`src/rtl/count_ctrl_pkg.sv`:
```
// +----------------------------------------------------------------------+
// | count_ctrl_pkg: shared command and state encodings for count_seq_ctrl |
// | Revision: 1.0                                                         |
// +----------------------------------------------------------------------+
`default_nettype none

package count_ctrl_pkg;

  typedef enum logic [1:0] {
    OP_NOP   = 2'b00,
    OP_START = 2'b01,
    OP_STOP  = 2'b10,
    OP_PAUSE = 2'b11
  } cmd_op_e;

  typedef enum logic [1:0] {
    S_IDLE  = 2'b00,
    S_RUN   = 2'b01,
    S_PAUSE = 2'b10,
    S_DONE  = 2'b11
  } ctrl_state_e;

endpackage

`default_nettype wire

```
`src/rtl/counter_en_clr.sv`:
```
// +----------------------------------------------------------------------+
// | counter_en_clr: up-counter with synchronous clear and count enable    |
// | Revision: 1.0                                                         |
// +----------------------------------------------------------------------+
`default_nettype none

module counter_en_clr #(
  parameter int WIDTH = 3
) (
  input  logic             clk,
  input  logic             rst,
  input  logic             clr,
  input  logic             en,
  output logic [WIDTH-1:0] q
);

  logic [WIDTH-1:0] r_q;

  // Clear takes priority over enable.
  always_ff @(posedge clk) begin
    if (rst || clr) begin
      r_q <= '0;
    end else if (en) begin
      r_q <= r_q + WIDTH'(1);
    end
  end

  assign q = r_q;

endmodule

`default_nettype wire

```
`src/rtl/count_seq_ctrl.sv`:
```
// +----------------------------------------------------------------------+
// | count_seq_ctrl: command-driven sequencer for a prescaled up-counter   |
// | Revision: 1.0                                                         |
// +----------------------------------------------------------------------+
`default_nettype none

module count_seq_ctrl
  import count_ctrl_pkg::*;
#(
  parameter int WIDTH      = 3,
  parameter int PRESCALE_W = 4
) (
  input  logic                  clk,
  input  logic                  rst,
  input  logic                  cmd_valid,
  output logic                  cmd_ready,
  input  logic [1:0]            cmd_op,
  input  logic [WIDTH-1:0]      cmd_limit,
  input  logic                  cmd_autoreload,
  input  logic [PRESCALE_W-1:0] cmd_prescale,
  output logic [WIDTH-1:0]      cnt,
  output logic                  busy,
  output logic                  done,
  output logic                  tc_pulse
);

  ctrl_state_e           r_state;
  ctrl_state_e           w_state_nxt;
  logic                  r_ready;
  logic                  r_tc_pulse;
  logic [WIDTH-1:0]      r_limit;
  logic [PRESCALE_W-1:0] r_prescale;
  logic                  r_autoreload;

  cmd_op_e               w_op;
  logic                  w_accept;
  logic                  w_restart;
  logic                  w_tick;
  logic                  w_terminal;
  logic [WIDTH-1:0]      w_cnt;
  logic [PRESCALE_W-1:0] w_presc;

  assign w_op      = cmd_op_e'(cmd_op);
  assign w_accept  = cmd_valid && r_ready;
  assign w_restart = w_accept && ((w_op == OP_START) || (w_op == OP_STOP));

  // Any accepted command owns the edge: the tick is discarded and presc holds.
  assign w_tick     = (r_state == S_RUN) && !w_accept && (w_presc == r_prescale);
  assign w_terminal = w_tick && (w_cnt == r_limit);

  counter_en_clr #(
    .WIDTH(WIDTH)
  ) u_count (
    .clk (clk),
    .rst (rst),
    .clr (w_restart || (w_terminal && r_autoreload)),
    .en  (w_tick && !w_terminal),
    .q   (w_cnt)
  );

  counter_en_clr #(
    .WIDTH(PRESCALE_W)
  ) u_presc (
    .clk (clk),
    .rst (rst),
    .clr (w_restart || w_tick),
    .en  ((r_state == S_RUN) && !w_accept),
    .q   (w_presc)
  );

  always_ff @(posedge clk) begin
    if (rst) begin
      r_state <= S_IDLE;
    end else begin
      r_state <= w_state_nxt;
    end
  end

  always_comb begin
    w_state_nxt = r_state;
    if (w_accept) begin
      unique case (w_op)
        OP_START: w_state_nxt = S_RUN;
        OP_STOP:  w_state_nxt = S_IDLE;
        OP_PAUSE: begin
          if (r_state == S_RUN) begin
            w_state_nxt = S_PAUSE;
          end else if (r_state == S_PAUSE) begin
            w_state_nxt = S_RUN;
          end
        end
        default: w_state_nxt = r_state;
      endcase
    end else if (w_terminal && !r_autoreload) begin
      w_state_nxt = S_DONE;
    end
  end

  always_ff @(posedge clk) begin
    if (rst) begin
      r_ready      <= 1'b1;
      r_tc_pulse   <= 1'b0;
      r_limit      <= '0;
      r_prescale   <= '0;
      r_autoreload <= 1'b0;
    end else begin
      r_ready    <= !w_accept;
      r_tc_pulse <= w_terminal;
      if (w_accept && (w_op == OP_START)) begin
        r_limit      <= cmd_limit;
        r_prescale   <= cmd_prescale;
        r_autoreload <= cmd_autoreload;
      end
    end
  end

  assign cmd_ready = r_ready;
  assign cnt       = w_cnt;
  assign busy      = (r_state == S_RUN) || (r_state == S_PAUSE);
  assign done      = (r_state == S_DONE);
  assign tc_pulse  = r_tc_pulse;

endmodule

`default_nettype wire

```
`config.mk`:
```
export PLATFORM = sky130hd
export DESIGN_NAME = count_seq_ctrl
export DESIGN_NICKNAME = d
export VERILOG_FILES = /design/src/rtl/count_ctrl_pkg.sv /design/src/rtl/counter_en_clr.sv /design/src/rtl/count_seq_ctrl.sv
export SDC_FILE = /design/constraint.sdc
export NUM_CORES = 1
export LEC_CHECK = 0
export CAP_MARGIN = 15
export CELL_PAD_IN_SITES_DETAIL_PLACEMENT = 0
export CELL_PAD_IN_SITES_GLOBAL_PLACEMENT = 1
export CORE_UTILIZATION = 42
export CTS_BUF_LIST = sky130_fd_sc_hd__clkbuf_2 sky130_fd_sc_hd__clkbuf_4 sky130_fd_sc_hd__clkbuf_8
export DETAILED_ROUTE_END_ITERATION = 12
export GPL_ROUTABILITY_DRIVEN = 0
export PLACE_DENSITY = 0.91
export SLEW_MARGIN = 10
export SYNTH_ARGS = -nofsm -noshare
export SYNTH_HDL_FRONTEND = slang
export SYNTH_SLANG_ARGS = --single-unit
```
`constraint.sdc`:
```
create_clock -name clk -period 2 [get_ports clk]
set_input_delay 0.3 -clock clk [delete_from_list [all_inputs] [get_ports clk]]
set_output_delay 0.3 -clock clk [all_outputs]
set_load 0.005 [all_outputs]
```
==> impl_metrics.json <==
{
  "grt_max_degree": 13,
  "powerDensity_nw_per_um2": 593,
  "grt_use_total": 0.160,
  "final_area_sq_um": 1250,
  "avgSynthCellArea_sq_um": 9.36,
  "path_buf_inv": 3,
  "synth_xor_area_frac": 0.0794,
  "setup_viol": 0,
  "drv_cap": 0,
  "htreeDepth": 1,
  "dpl.hpwl_mm": 1.37,
  "ys_ff_latch": 19,
  "syn-num-nets": 127,
  "finClkSkew_ns": 0.00285,
  "fin_nets": 151,
  "synth.mux.area_fraction": 0.0807,
  "outcome": "finished, final reports clean",
  "worstSkewPairLatency_ns": 0.29,
  "cts_tree": "yes",
  "drt-total-wl_mm": 1.78,
  "cts_buffer_depth": 2,
  "synth_area_leaders": "dfxtp_1 (38%), ha_1 (10%), mux2i_1 (8.1%)",
  "path_delay_family": "buffers and inverters",
  "start_kind": "flip-flop",
  "yosysSeqAreaShare": 0.383,
  "dr.first_iter.drc_count": 7,
  "first_global_vias": 737,
  "yosys.area_share.simple": 0.237,
  "post_cts_resized": 0,
  "critPathSlowestCell": "clkdlybuf4s50_1",
  "drive_gt1_frac": 0.109,
  "post-route-period-util": 0.931,
  "drv_slew": 0,
  "required_ns": 1.70,
  "finalHoldViolations": 0,
  "synthCells": 106,
  "cts_hold_buf": 0,
  "ant_nets": 0,
  "max_freq_ghz": 0.537,
  "synth_top_family_by_area": "simple AND/OR/NAND/NOR gates",
  "worstPathArrival_ns": 1.56,
  "worst_slew_pin_slew_ns": 0.417,
  "worstSetupEndpointType": "primary output",
  "start_util": 0.449,
  "dp_slack_ns": 0.167,
  "port_buffers": 19,
  "worst_path_most_repeated_cell": "inv_1",
  "die_w_um": 50.6,
  "grt_pass1_wl_mm": 3.00,
  "area_delta_synth_final_pct": 25.9,
  "synth_area_leader_cell": "dfxtp_1",
  "path_max_fanout": 4,
  "drc_errors": 0,
  "die_y_um": 50.6,
  "synthAdderAreaFrac": 0.101,
  "diodes": 0,
  "p_leak_uw": 0.000550,
  "ys_warn_count": 0,
  "rows": 17,
  "grt.overflow.total": 0,
  "placed_area_sq_um": 1220,
  "cts.sinks": 19,
  "core_area_sq_um": 2210,
  "rsz0062_at_grt": "false",
  "firstDrtPassIters": 4,
  "cts_root_buf": "clkbuf_4",
  "slew_headroom": 0.719,
  "routedWlPerCell_um": 11.4,
  "vias_per_cell": 4.99,
  "fin_ws_ns": 0.137,
  "hold_path_class": "flip-flop to flip-flop",
  "vias": 784,
  "numCtsBuffers": 3,
  "post-cts-setup-buffer-count": 0,
  "ir_drop_v": 0.000373,
  "synth_compound_area_frac": 0.0958,
  "path_cells": "inv_1 > ha_1 > inv_1 > clkdlybuf4s50_1",
  "power.total_uw": 741,
  "fin_tns_setup_ns": 0,
  "yosysTopAreaCellShare": 0.383,
  "antenna_found_initial": 0,
  "min_period_ns": 1.86,
  "slowest_delay_ns": 0.48,
  "crit_type": "flip-flop to primary output",
  "clk_pin_slew_ns": 0.11,
  "io_pins": 20,
  "synth_area_sq_um": 992,
  "die_area_sq_um": 2560,
  "ys_types": 30
}
[state kept, by name, summed over array words and instances (netlist names)]
signal and flops:
u_count.q 3, r_prescale 4, tc_pulse 1, r_limit 3, r_state 2, u_presc.q 4
r_autoreload 1, cmd_ready 1
[cell families (layout without fill, tap and decap cells)]
family                   after synthesis  count (layout)
flip-flops                            19              19
AND/OR/NAND/NOR                       43              43
buffers and inverters                  6              29
multiplexers                           8               8
AO/OA/AOI/OAI                         13              13
adder cells (fa/ha/maj)                8               8
XOR/XNOR                               9               9
[through the flow]
stage,hold WS (ns),util,instances
after floorplan,0.376,-,106
after global placement,0.497,0.552,153
after detailed placement,0.501,0.552,153
after CTS,0.517,0.564,157
after global routing,0.557,0.564,157
final,0.515,0.564,157
[cell usage in the layout, fill, tap and decap left out, types with 4 or more instances in the layout]
cell type,instances
dfxtp_1,19
clkdlybuf4s50_1,19
nor2_1,13
mux2i_1,8
nand2_1,8
ha_1,8
nand3_1,6
inv_1,5
xor2_1,5
xnor2_1,4
[final cells by class]
cell class                      instances  area, sq um
Fill cell                             209          963
Clock inverter                          1         5.00
Tap cell                               28         35.0
Multi-Input combinational cell         81          589
Clock buffer                            3         22.5
Inverter                                5         18.8
Sequential cell                        19          380
Timing Repair Buffer                   20          198
[worst paths after layout]
kind | cells past startpoint | startpoint | to | slack [ns]
max | 4 | r_state[0] | busy | 0.14
min | 2 | u_presc.q[3] | u_presc.q[3] | 0.52
max reg2reg | 5 | r_state[0] | r_state[0] | 0.52
min reg2reg | 2 | u_presc.q[3] | u_presc.q[3] | 0.52
[Yosys cell counts]
cell,number
dfxtp_1,19
nor2_1,13
ha_1,8
mux2i_1,8
nand2_1,8
nand3_1,6
inv_1,5
xor2_1,5
xnor2_1,4
a21oi_1,3
o22ai_1,3
and3_1,2
nand2b_1,2
nand3_2,2
nor3_1,2
o21ai_0,2
a211oi_1,1
a211oi_2,1
a221oi_2,1
a31oi_1,1
and2b_1,1
clkbuf_1,1
nand2_2,1
nor2b_1,1
nor4_1,1
nor4_4,1
o21ba_2,1
or2_2,1
or3_1,1
or3_4,1
[metal layers]
metal / up-vias / wire (um) / track usage / share of wire
met5: - / 0 / 0 / 0
met4: 0 / 17 / 0.0972 / 0.0095
met3: 2 / 69 / 0.0273 / 0.039
met2: 18 / 844 / 0.269 / 0.47
met1: 354 / 850 / 0.187 / 0.48
li1: 410 / - / - / -
[power breakdown]
part           leakage (uW)  switching, uW  internal, uW
clock             0.0000177            119          74.4
combinational      0.000378           67.1          76.3
sequential         0.000154           12.5           392
[tightest hold or removal path, cell delays in order, from the launching register on]
cell,delay (ns)
dfxtp_1,0.34
o21ai_0,0.07
a21oi_1,0.06
Note: power is estimated with default switching activity, not from simulation.
